$ cat src/rtl/custom_subtractor37_3_if.sv
// Operand/result handshake bundle for custom_subtractor37_3.
// The zero port exists only when CUSTOM_SUB_ZERO_FLAG_EN is defined.
interface custom_subtractor37_3_if #(
   parameter int unsigned WIDTH_A = 37,
   parameter int unsigned WIDTH_B = 34
);
   logic               in_valid;
   logic               in_ready;
   logic [WIDTH_A-1:0] A;
   logic [WIDTH_B-1:0] B;
   logic               out_valid;
   logic               out_ready;
   logic [WIDTH_A:0]   Diff;
`ifdef CUSTOM_SUB_ZERO_FLAG_EN
   logic               zero;

   modport master (
      output in_valid, A, B, out_ready,
      input  in_ready, out_valid, Diff, zero
   );
   modport slave (
      input  in_valid, A, B, out_ready,
      output in_ready, out_valid, Diff, zero
   );
`else
   modport master (
      output in_valid, A, B, out_ready,
      input  in_ready, out_valid, Diff
   );
   modport slave (
      input  in_valid, A, B, out_ready,
      output in_ready, out_valid, Diff
   );
`endif
endinterface

$ cat src/rtl/custom_subtractor37_3.sv
// Chunked ripple-borrow subtractor: Diff = A - zext(B), CHUNK bits per cycle.
// Optional zero flag is built when CUSTOM_SUB_ZERO_FLAG_EN is defined.
module custom_subtractor37_3 #(
   parameter int unsigned WIDTH_A = 37,
   parameter int unsigned WIDTH_B = 34,
   parameter int unsigned CHUNK   = 8
) (
   input logic                    clk,
   input logic                    rst_n,
   custom_subtractor37_3_if.slave bus
);
   localparam int unsigned NCHUNK = (WIDTH_A + CHUNK - 1) / CHUNK;
   localparam int unsigned IDX_W  = (NCHUNK > 1) ? $clog2(NCHUNK) : 1;
   localparam logic [IDX_W-1:0] LAST_IDX = IDX_W'(NCHUNK - 1);

   typedef enum logic [1:0] {StIdle, StRun, StDone} state_e;

   state_e             state_q;
   logic [WIDTH_A-1:0] a_q;
   logic [WIDTH_A-1:0] b_q;
   logic [WIDTH_A-1:0] diff_q;
   logic               sign_q;
   logic               borrow_q;
   logic               out_valid_q;
   logic [IDX_W-1:0]   idx_q;

   int unsigned        shift;
   logic [CHUNK-1:0]   a_chunk;
   logic [CHUNK-1:0]   b_chunk;
   logic [CHUNK:0]     sub;
   logic [WIDTH_A-1:0] chunk_mask;
   logic [WIDTH_A-1:0] chunk_val;
   logic [WIDTH_A-1:0] diff_next;

   // Bits of the last chunk above WIDTH_A shift out of the vector and are dropped.
   always_comb begin
      shift      = 32'(idx_q) * CHUNK;
      a_chunk    = CHUNK'(a_q >> shift);
      b_chunk    = CHUNK'(b_q >> shift);
      sub        = {1'b0, a_chunk} - {1'b0, b_chunk} - {{CHUNK{1'b0}}, borrow_q};
      chunk_mask = WIDTH_A'({CHUNK{1'b1}}) << shift;
      chunk_val  = WIDTH_A'(sub[CHUNK-1:0]) << shift;
      diff_next  = (diff_q & ~chunk_mask) | chunk_val;
   end

   always_ff @(posedge clk or negedge rst_n) begin
      if (!rst_n) begin
         state_q     <= StIdle;
         a_q         <= '0;
         b_q         <= '0;
         diff_q      <= '0;
         sign_q      <= 1'b0;
         borrow_q    <= 1'b0;
         out_valid_q <= 1'b0;
         idx_q       <= '0;
      end else begin
         unique case (state_q)
            StIdle: begin
               if (bus.in_valid) begin
                  a_q      <= bus.A;
                  b_q      <= WIDTH_A'(bus.B);
                  idx_q    <= '0;
                  borrow_q <= 1'b0;
                  state_q  <= StRun;
               end
            end
            StRun: begin
               diff_q   <= diff_next;
               borrow_q <= sub[CHUNK];
               idx_q    <= idx_q + IDX_W'(1);
               if (idx_q == LAST_IDX) begin
                  sign_q      <= sub[CHUNK];
                  out_valid_q <= 1'b1;
                  state_q     <= StDone;
               end
            end
            StDone: begin
               if (bus.out_ready) begin
                  out_valid_q <= 1'b0;
                  state_q     <= StIdle;
               end
            end
            default: state_q <= StIdle;
         endcase
      end
   end

   assign bus.in_ready  = (state_q == StIdle);
   assign bus.out_valid = out_valid_q;
   assign bus.Diff      = {sign_q, diff_q};

`ifdef CUSTOM_SUB_ZERO_FLAG_EN
   logic nz_q;
   logic zero_q;

   // Sticky OR of every written chunk; the final borrow also makes Diff nonzero.
   always_ff @(posedge clk or negedge rst_n) begin
      if (!rst_n) begin
         nz_q   <= 1'b0;
         zero_q <= 1'b0;
      end else if (state_q == StIdle && bus.in_valid) begin
         nz_q   <= 1'b0;
         zero_q <= 1'b0;
      end else if (state_q == StRun) begin
         nz_q <= nz_q | (chunk_val != '0);
         if (idx_q == LAST_IDX) begin
            zero_q <= !(nz_q || (chunk_val != '0) || sub[CHUNK]);
         end
      end
   end

   assign bus.zero = zero_q;
`endif

endmodule
$ cat src/flat_wrapper.sv
// flat-port wrapper written by rule: the top's interface ports become plain ports
module custom_subtractor37_3_flat 
#(
   parameter int unsigned WIDTH_A = 37,
   parameter int unsigned WIDTH_B = 34,
   parameter int unsigned CHUNK   = 8
)
  (clk, rst_n, bus_in_valid, bus_A, bus_B, bus_out_ready, bus_in_ready, bus_out_valid, bus_Diff);
  custom_subtractor37_3_if #(.WIDTH_A(WIDTH_A), .WIDTH_B(WIDTH_B)) bus_i ();
  input logic clk;
  input logic rst_n;
  input wire logic [$bits(bus_i.in_valid)-1:0] bus_in_valid;
  input wire logic [$bits(bus_i.A)-1:0] bus_A;
  input wire logic [$bits(bus_i.B)-1:0] bus_B;
  input wire logic [$bits(bus_i.out_ready)-1:0] bus_out_ready;
  output wire logic [$bits(bus_i.in_ready)-1:0] bus_in_ready;
  output wire logic [$bits(bus_i.out_valid)-1:0] bus_out_valid;
  output wire logic [$bits(bus_i.Diff)-1:0] bus_Diff;
  assign bus_i.in_valid = bus_in_valid;
  assign bus_i.A = bus_A;
  assign bus_i.B = bus_B;
  assign bus_i.out_ready = bus_out_ready;
  assign bus_in_ready = bus_i.in_ready;
  assign bus_out_valid = bus_i.out_valid;
  assign bus_Diff = bus_i.Diff;
  custom_subtractor37_3 #(.WIDTH_A(WIDTH_A), .WIDTH_B(WIDTH_B), .CHUNK(CHUNK)) u_core (.clk(clk), .rst_n(rst_n), .bus(bus_i));
endmodule
$ cat config.mk
export PLATFORM = sky130hd
export DESIGN_NAME = custom_subtractor37_3_flat
export DESIGN_NICKNAME = d
export VERILOG_FILES = /design/src/rtl/custom_subtractor37_3_if.sv /design/src/rtl/custom_subtractor37_3.sv /design/src/flat_wrapper.sv
export SDC_FILE = /design/constraint.sdc
export NUM_CORES = 1
export LEC_CHECK = 0
export ABC_CLOCK_PERIOD_IN_PS = 3200
export CAP_MARGIN = 5
export CELL_PAD_IN_SITES_DETAIL_PLACEMENT = 1
export CELL_PAD_IN_SITES_GLOBAL_PLACEMENT = 1
export CORE_MARGIN = 4
export CORE_UTILIZATION = 37
export DETAILED_ROUTE_END_ITERATION = 8
export PLACE_DENSITY_LB_ADDON = 0.1
export SYNTH_ARGS = -nofsm -noshare
export SYNTH_HDL_FRONTEND = slang
export SYNTH_SLANG_ARGS = --single-unit
$ cat constraint.sdc
create_clock -name clk -period 3.2 [get_ports clk]
set_input_delay 0.64 -clock clk [delete_from_list [all_inputs] [get_ports clk]]
set_output_delay 0.64 -clock clk [all_outputs]
set_load 0.005 [all_outputs]
Yosys cells after proc, flatten, opt, wreduce, memory -nomap -nowiden
Cells that the tools add are included.

Word-level logic and storage cells: 43. Output and inout port bits: 40. Latch bits: 0. Bits in registers: 116. Memory bits (read-only): 0. Input bits: 75. Bits in writable memories: 0. Memories kept: 0.

Add/sub/neg operators: 3. Div/mod/pow operators: 0. Reduce and logical (&&, ||, !) cells: 8. Shifts and indexed selects: 4. Eq/ne operators: 6. $lt $le $gt $ge: 0. Muxes and demuxes: 11. Bitwise gates (word level): 3. $mul: 0.

Operator list (number): bitwise AND 37 bit (1); inverter 37 bit (1); bitwise OR 37 bit (1); left shift 8 x 6 -> 37 bit (1); left shift 8 x 6 -> 37 bit, first input constant (1); >> shifter 37 x 6 -> 8 bit (1); >> shifter 34 x 6 -> 8 bit (1); subtractor 8 x 8 -> 9 bit (1); subtractor 9 x 1 -> 9 bit (1); two-way mux 2 bit (3); case mux 2 bit (3 select lines) (1); case mux 3 bit (2 select lines) (1); AND reduction 2 bit (3); AND reduction 3 bit (2); inequality test 2 bit, second input constant (2); case mux 1 bit (2 select lines) (2); nonzero test 2 bit (2); adder 3 x 1 -> 3 bit, second input constant (1); == test 3 bit, second input constant (1); two-way mux 1 bit (3); two-way mux 3 bit (1); == test 2 x 1 -> 1 bit, second input constant (1); == test 2 bit, second input constant (1); zero test 2 bit (1); inequality test 2 x 1 -> 1 bit, second input constant (1).

Depth between registers and ports, before layout
Gate-level depths: netlist of the first run.

Word-level depth: 5. Gate-level depth with buffers: 14. Mapped depth without buffers: 13.

Worst setup path after synthesis of the first run
Ideal clock, no wire load.

Path kind: register to register. Start point: register u_core.idx_q[0]. End point: register u_core.diff_q[30]. Cell stages (with the launch flop): 14. Library setup time: 0.131 ns. Buffers on the path: 3. Arrival: 3.164 ns. Setup slack: -0.095 ns. Required time: 3.069 ns. Period minus slack after synthesis: 3.295 ns. Path through: dfrtp_1 -> buf_6 -> buf_4 -> buf_2 -> mux2i_1 -> o21ai_0 -> a21oi_1 -> fa_1 -> fa_1 -> nand2b_1 -> a2111oi_1 -> nor2_1 -> xnor2_1 -> o21ai_0.

Word-level cells in the longest chain between the ends: 5. Elaborated cells between the ends (all ways): 9. Those cells by class: add/sub (2); shift (4); bitwise (3).

RTL lines: start, declared (line custom_subtractor37_3.sv:25) `logic [IDX_W-1:0] idx_q;`; start signal, assigned (line custom_subtractor37_3.sv:70) `idx_q <= idx_q + IDX_W'(1);`; >> shifter 37 x 6 -> 8 bit / >> shifter 34 x 6 -> 8 bit (equally long branches) (line custom_subtractor37_3.sv:38, custom_subtractor37_3.sv:39); subtractor 8 x 8 -> 9 bit (line custom_subtractor37_3.sv:40) `sub = {1'b0, a_chunk} - {1'b0, b_chunk} - {{CHUNK{1'b0}}, borrow_q};`; subtractor 9 x 1 -> 9 bit (line custom_subtractor37_3.sv:40); left shift 8 x 6 -> 37 bit (line custom_subtractor37_3.sv:42) `chunk_val = WIDTH_A'(sub[CHUNK-1:0]) << shift;`; bitwise OR 37 bit (*) (line custom_subtractor37_3.sv:43) `diff_next = (diff_q & ~chunk_mask) | chunk_val;`; end signal, assigned (line custom_subtractor37_3.sv:68) `diff_q <= diff_next;`; end, declared (line custom_subtractor37_3.sv:21) `logic [WIDTH_A-1:0] diff_q;`.

Every way passes the cells marked *; elsewhere a longest branch is shown, timed or not. A chain may end at the register's enable or synchronous reset.

Worst setup path after layout of the first run
Start point: register u_core.idx_q[0]. End point: register u_core.diff_q[29].

Same word-level chain as after synthesis.

==> impl_metrics.yaml, run 1 <==
setup_path:
  critPathSlowestCell: "mux4_1"
  worstPathRequired_ns: 3.48
  worstPathCellList: "buf_12, mux4_1, and2_1, ha_1, inv_1, ha_1, buf_4, o21ai_0, a32oi_1, o21ai_2, xor2_2, o21ai_0"
  r2r_start: "u_core.idx_q[0]$_DFFE_PN0P_"
  path_class: "register to register"
  crit_path_start_kind: "register"
  r2r-end: "u_core.diff_q[29]$_DFFE_PN0P_"
  worstRegToRegCells: 12
  path_max_fanout: 8
  r2r_slack_ns: 0.11
  worstPathArrival_ns: 3.37
  max_stage_delay_ns: 0.54
  crit_path_end_kind: "register"
finish:
  final_cell_mix: "dfrtp_1, clkdlybuf4s50_1, mux2_2"
  post_route_cells_drive_above_1_share: 0.268
  area_growth_pct: 39.2
  antenna_cells: 0
  fin_nets: 667
  final_common_cell: "dfrtp_1"
floorplan:
  initial_utilization: 0.380
  die_w_um: 130
  rows: 44
  pin_count: 115
  die_y_um: 130
  dieArea_um2: 17000
  core_area_um2: 14600
job:
  cap_viol_max_count: 0
synthesis:
  synth-edff-count: 0
  async_reset_ff_frac: 1.00
  yosys_warnings: 0
  synth_top_family_by_area: "multiplexers"
  synth.distinct_cells: 46
  syn_inst: 435
  synth_xor_area_frac: 0.0129
  synth_fa_ha_area_frac: 0.0456
  muxShareOfSynthArea: 0.215
  synth_compound_area_frac: 0.0939
  synthesis.area_um2: 5550
  ys_seq_area_frac: 0.523
  synthFlopType: "dfrtp_1"
  syn-num-nets: 529
  ys_ff_latch: 116
  avgSynthCellArea_um2: 12.7
  yosys.area_share.simple: 0.0713
routing:
  drc: 0
  num_vias: 3903
  wl_per_cell_um: 19.0
  ant_nets: 0
  dr.pass1.iters: 4
  drt-initial-drc-count: 159
  totalWireLength_um: 14700
  avgViaCountPerCell: 5.07
grt:
  grt-busiest-layer: "met2"
  grt_first_pass_wirelength_um: 23900
  grt_max_degree: 64
  use_met1: 0.227
  grt_overflow: 0
  grtUsageTotal: 0.187
  antenna_found_initial: 0
  grt_pass1_vias: 4444
  grt_util_met2: 0.310
  met3_usage: 0.0524
cts:
  clk_pin_slew_ns: 0.05
  htreeDepth: 4
  cts-root-buf: "clkbuf_16"
  numCtsBuffers: 17
  cts_tree: "yes"
  numClockSinks: 116
  clock_latency_ns: 0.42
  clockBufferDepth: 2
timing:
  worst_slew_pin_slew_ns: 0.852
  period_share: 0.966
  hold_viol_final: 0
  maxSlewViolCount: 0
  fin_crit_ns: 3.09
  setup_ws_ns: 0.109
  maxSlewHeadroom: 0.432
  max_freq_mhz: 324
  fin_worst_skew_ns: 0.00606
  setup_violations: 0
status:
  status: "finished clean"
hold_path:
  hold_class: "input port to asynchronous set/reset pin"
place:
  portBuffers: 114
  gp_congestion: 0.847
  dpl_worst_slack_ns: -0.0947
  hpwl_um: 10500
-- layout make-up --
type                            instances  area, um2
Timing Repair Buffer                  141       1390
Clock buffer                           22        474
Clock inverter                         10        153
Multi-Input combinational cell        279       2500
Inverter                               18       67.6
Sequential cell                       116       2900
Tap cell                              184        230
Fill cell                            1476       6870
-- worst max-delay path by stage --
stage / startpoint / endpoint / cells after the start
4_1_cts: u_core.idx_q[0]$_DFFE_PN0P_ / u_core.borrow_q$_DFFE_PN0P_ / 13
6_report: u_core.idx_q[0]$_DFFE_PN0P_ / u_core.diff_q[29]$_DFFE_PN0P_ / 12
2_1_floorplan: u_core.idx_q[0]$_DFFE_PN0P_ / u_core.diff_q[30]$_DFFE_PN0P_ / 13
5_1_grt: u_core.idx_q[0]$_DFFE_PN0P_ / u_core.borrow_q$_DFFE_PN0P_ / 13
3_3_place_gp: u_core.idx_q[0]$_DFFE_PN0P_ / u_core.diff_q[21]$_DFFE_PN0P_ / 12
3_5_place_dp: u_core.idx_q[0]$_DFFE_PN0P_ / u_core.diff_q[13]$_DFFE_PN0P_ / 12
-- state kept, by name (all words and copies together), names as in the netlist --
| register | cells |
|---|---|
| u_core.b_q | 34 |
| u_core.diff_q | 37 |
| u_core.state_q | 2 |
| u_core.sign_q | 1 |
| u_core.a_q | 37 |
| u_core.idx_q | 3 |
| u_core.bus.out_valid | 1 |
| u_core.borrow_q | 1 |
-- repair_timing --
item                       in CTS  in global routing
hold buffers                    0                  0
setup endpoints to repair      14                 14
pin swaps                       1                  7
resized for setup               6                  9
setup buffers                   1                  6
-- synthesized netlist by cell type, types with 3 or more instances --
cell type	number	area, um2
a21oi_1	9	45.0
a22o_1	19	166
and2_1	7	43.8
buf_2	6	30.0
buf_4	6	45.0
buf_6	4	45.0
clkbuf_1	6	22.5
dfrtp_1	116	2900
ha_1	17	213
inv_1	17	63.8
mux2_2	71	800
mux2i_1	13	130
mux4_1	4	105
mux4_2	5	113
nand2_1	42	158
nand2b_1	4	25.0
nand3_1	5	25.0
nor2_1	17	63.8
nor2b_1	3	18.8
nor3_1	3	15.0
o21ai_0	21	105
o21ai_1	7	35.0
o22ai_1	4	25.0
xnor2_1	3	26.3
-- critical path: cells and delay by family (launching register included) --
kind	cells	cell delay, ns
simple gates	1	0.19
mux	1	0.54
buf+inv	3	0.33
xor+xnor	1	0.30
compound gates	4	0.56
flops	1	0.44
fa+ha+maj	2	0.58
-- metrics by stage --
step	hold WS, ns	setup TNS, ns	area [um2]	utilization	std cells
finish	0.331	0	7720	0.529	770
global route	0.390	-0.100	7720	0.529	770
CTS	0.350	0	7640	0.524	764
detailed placement	0.480	-0.638	6980	0.478	731
global placement	0.462	-0.00472	6980	0.478	731
floorplan	0.344	0	5560	-	435
-- layer usage --
metal  part of all wire  vias up
met5                  0        -
met4              0.028        0
met3              0.050       28
met2               0.50       98
met1               0.42     1951
li1                   -     1826
-- cells by family (layout without fill, tap and decap cells) --
logic type / Yosys count / count (layout)
AOI/OAI and AO/OA: 73 / 73
xor gates and xnor gates: 6 / 6
adders and majority gates: 19 / 19
buffers and inverters: 40 / 191
DFF: 116 / 116
muxes: 95 / 95
and+or+nand+nor: 86 / 86
Power of run 1 is not shown: default switching activity piles up to over one toggle a cycle in this logic, so the estimate is an artifact.
==> run 2: changes to the inputs <==
--- a/config.mk
+++ b/config.mk
@@ -9,10 +9,10 @@
 export CAP_MARGIN = 5
 export CELL_PAD_IN_SITES_DETAIL_PLACEMENT = 1
 export CELL_PAD_IN_SITES_GLOBAL_PLACEMENT = 1
-export CORE_MARGIN = 4
 export CORE_UTILIZATION = 37
 export DETAILED_ROUTE_END_ITERATION = 8
 export PLACE_DENSITY_LB_ADDON = 0.1
 export SYNTH_ARGS = -nofsm -noshare
 export SYNTH_HDL_FRONTEND = slang
 export SYNTH_SLANG_ARGS = --single-unit
+export TNS_END_PERCENT = 20
==> impl_metrics.yaml, run 2 (synthesized netlist as in run 1, its figures left out) <==
cts:
  cts-root-buf: "clkbuf_16"
  clockBufferDepth: 2
  numCtsBuffers: 17
  clk_pin_slew_ns: 0.06
  numClockSinks: 116
  hold_buffers: 0
  clock_latency_ns: 0.42
  cts_tree: "yes"
  htreeDepth: 4
finish:
  final_cell_mix: "dfrtp_1, clkdlybuf4s50_1, mux2_2"
  area_growth_pct: 38.3
  regArea_um2: 2900
  antenna_cells: 0
  post_route_cells_drive_above_1_share: 0.258
  final_common_cell: "dfrtp_1"
  design_area_um2: 7670
  multi_input_comb_area_um2: 2460
  fin_nets: 666
  top_regs: "u_core.a_q (37), u_core.diff_q (37), u_core.b_q (34)"
  fillers: 1486
setup_path:
  path_max_fanout: 6
  crit_path_end_kind: "register"
  max_stage_delay_ns: 0.51
  worstPathCellList: "buf_12, buf_4, mux4_2, nand2_1, ha_1, inv_1, ha_1, a21oi_1, o21ai_1, buf_4, a2111oi_2, a211oi_2, o21ai_1"
  path_class: "register to register"
  critPathSlowestCell: "mux4_2"
  r2r_start: "u_core.idx_q[0]$_DFFE_PN0P_"
  crit_buf_inv: 4
  cp_top_family: "compound AO/OA/AOI/OAI gates"
  worstPathArrival_ns: 3.40
  crit_path_start_kind: "register"
  worstPathRequired_ns: 3.54
  startpoint: "u_core.idx_q[0]$_DFFE_PN0P_"
timing:
  fin_crit_ns: 3.07
  grt_setup_unrepaired: "yes"
  maxSlewHeadroom: 0.444
  max_freq_mhz: 326
  maxSlewViolCount: 0
  hold_viol_final: 0
  fin_worst_skew_ns: 0.0103
  setup_violations: 0
  fin_setup_tns_ns: 0
  period_share: 0.958
  worst_slew_pin_slew_ns: 0.834
floorplan:
  die_y_um: 124
  pin_count: 115
  rows: 44
  dieArea_um2: 15500
  die_w_um: 124
  core_area_um2: 14600
  initial_utilization: 0.380
job:
  cap_viol_max_count: 0
routing:
  num_vias: 3910
  ant_nets: 0
  dr.pass1.iters: 4
  totalWireLength_um: 14200
  drc: 0
  wl_per_cell_um: 18.5
  drt-initial-drc-count: 128
  avgViaCountPerCell: 5.08
place:
  hpwl_um: 10400
  gp_congestion: 0.821
  portBuffers: 114
  post_dp_cell_area_um2: 7000
status:
  status: "finished clean"
grt:
  grt_max_degree: 63
  antenna_found_initial: 0
  grt_pass1_vias: 4398
  grt_overflow: 0
  grtUsageTotal: 0.198
  grt_first_pass_wirelength_um: 23400
hold_path:
  hold_class: "input port to asynchronous set/reset pin"
run 2: cell type report:
cell class              count  share of cell area
inverters                  18             0.00881
flip-flops and latches    116               0.379
clock buffers              20              0.0608
repair buffers            140               0.181
well taps                 184              0.0300
multi-input cells         279               0.321
clock inverters            12              0.0201
run 2: worst paths after layout:
| path | slack (ns) | cells after the start | endpoint |
|---|---|---|---|
| worst max register to register | 0.13 | 13 | u_core.diff_q[23]$_DFFE_PN0P_ |
| min in group clk | 0.48 | 2 | u_core.diff_q[10]$_DFFE_PN0P_ |
| max in group asynchronous | 2.12 | 2 | u_core.diff_q[2]$_DFFE_PN0P_ |
| worst max-delay path | 0.13 | 13 | u_core.diff_q[23]$_DFFE_PN0P_ |
| worst min-delay path | 0.31 | 1 | u_core.b_q[18]$_DFFE_PN0P_ |
| worst min register to register | 0.48 | 2 | u_core.diff_q[10]$_DFFE_PN0P_ |
run 2: per-layer routing:
metal	vias to the layer above	global-route usage	share of wire
met5	-	0	0
met4	0	0.0773	0.015
met3	16	0.0511	0.037
met2	94	0.344	0.52
met1	1973	0.235	0.43
li1	1827	-	-
run 2: what timing repair did:
item | 4_1_cts | 5_1_grt
endpoints found under the hold margin | 0 | 0
endpoints found under the setup margin | 1 | 14
resized for setup | 1 | 8
buffers inserted | 0 | 4
pin swaps | 0 | 2
run 2: per-stage QoR:
stage / std cells / utilization / hold WS (ns) / setup slack (ns)
final: 769 / 0.526 / 0.315 / 0.134
after global routing: 769 / 0.526 / 0.365 / -0.0596
after CTS: 765 / 0.522 / 0.340 / 0.0207
after detailed placement: 733 / 0.480 / 0.476 / 0.0150
after global placement: 733 / 0.480 / 0.464 / 0.0927
after floorplan: 435 / - / 0.344 / 0.00215
Power of run 2 is left out for the same reason.
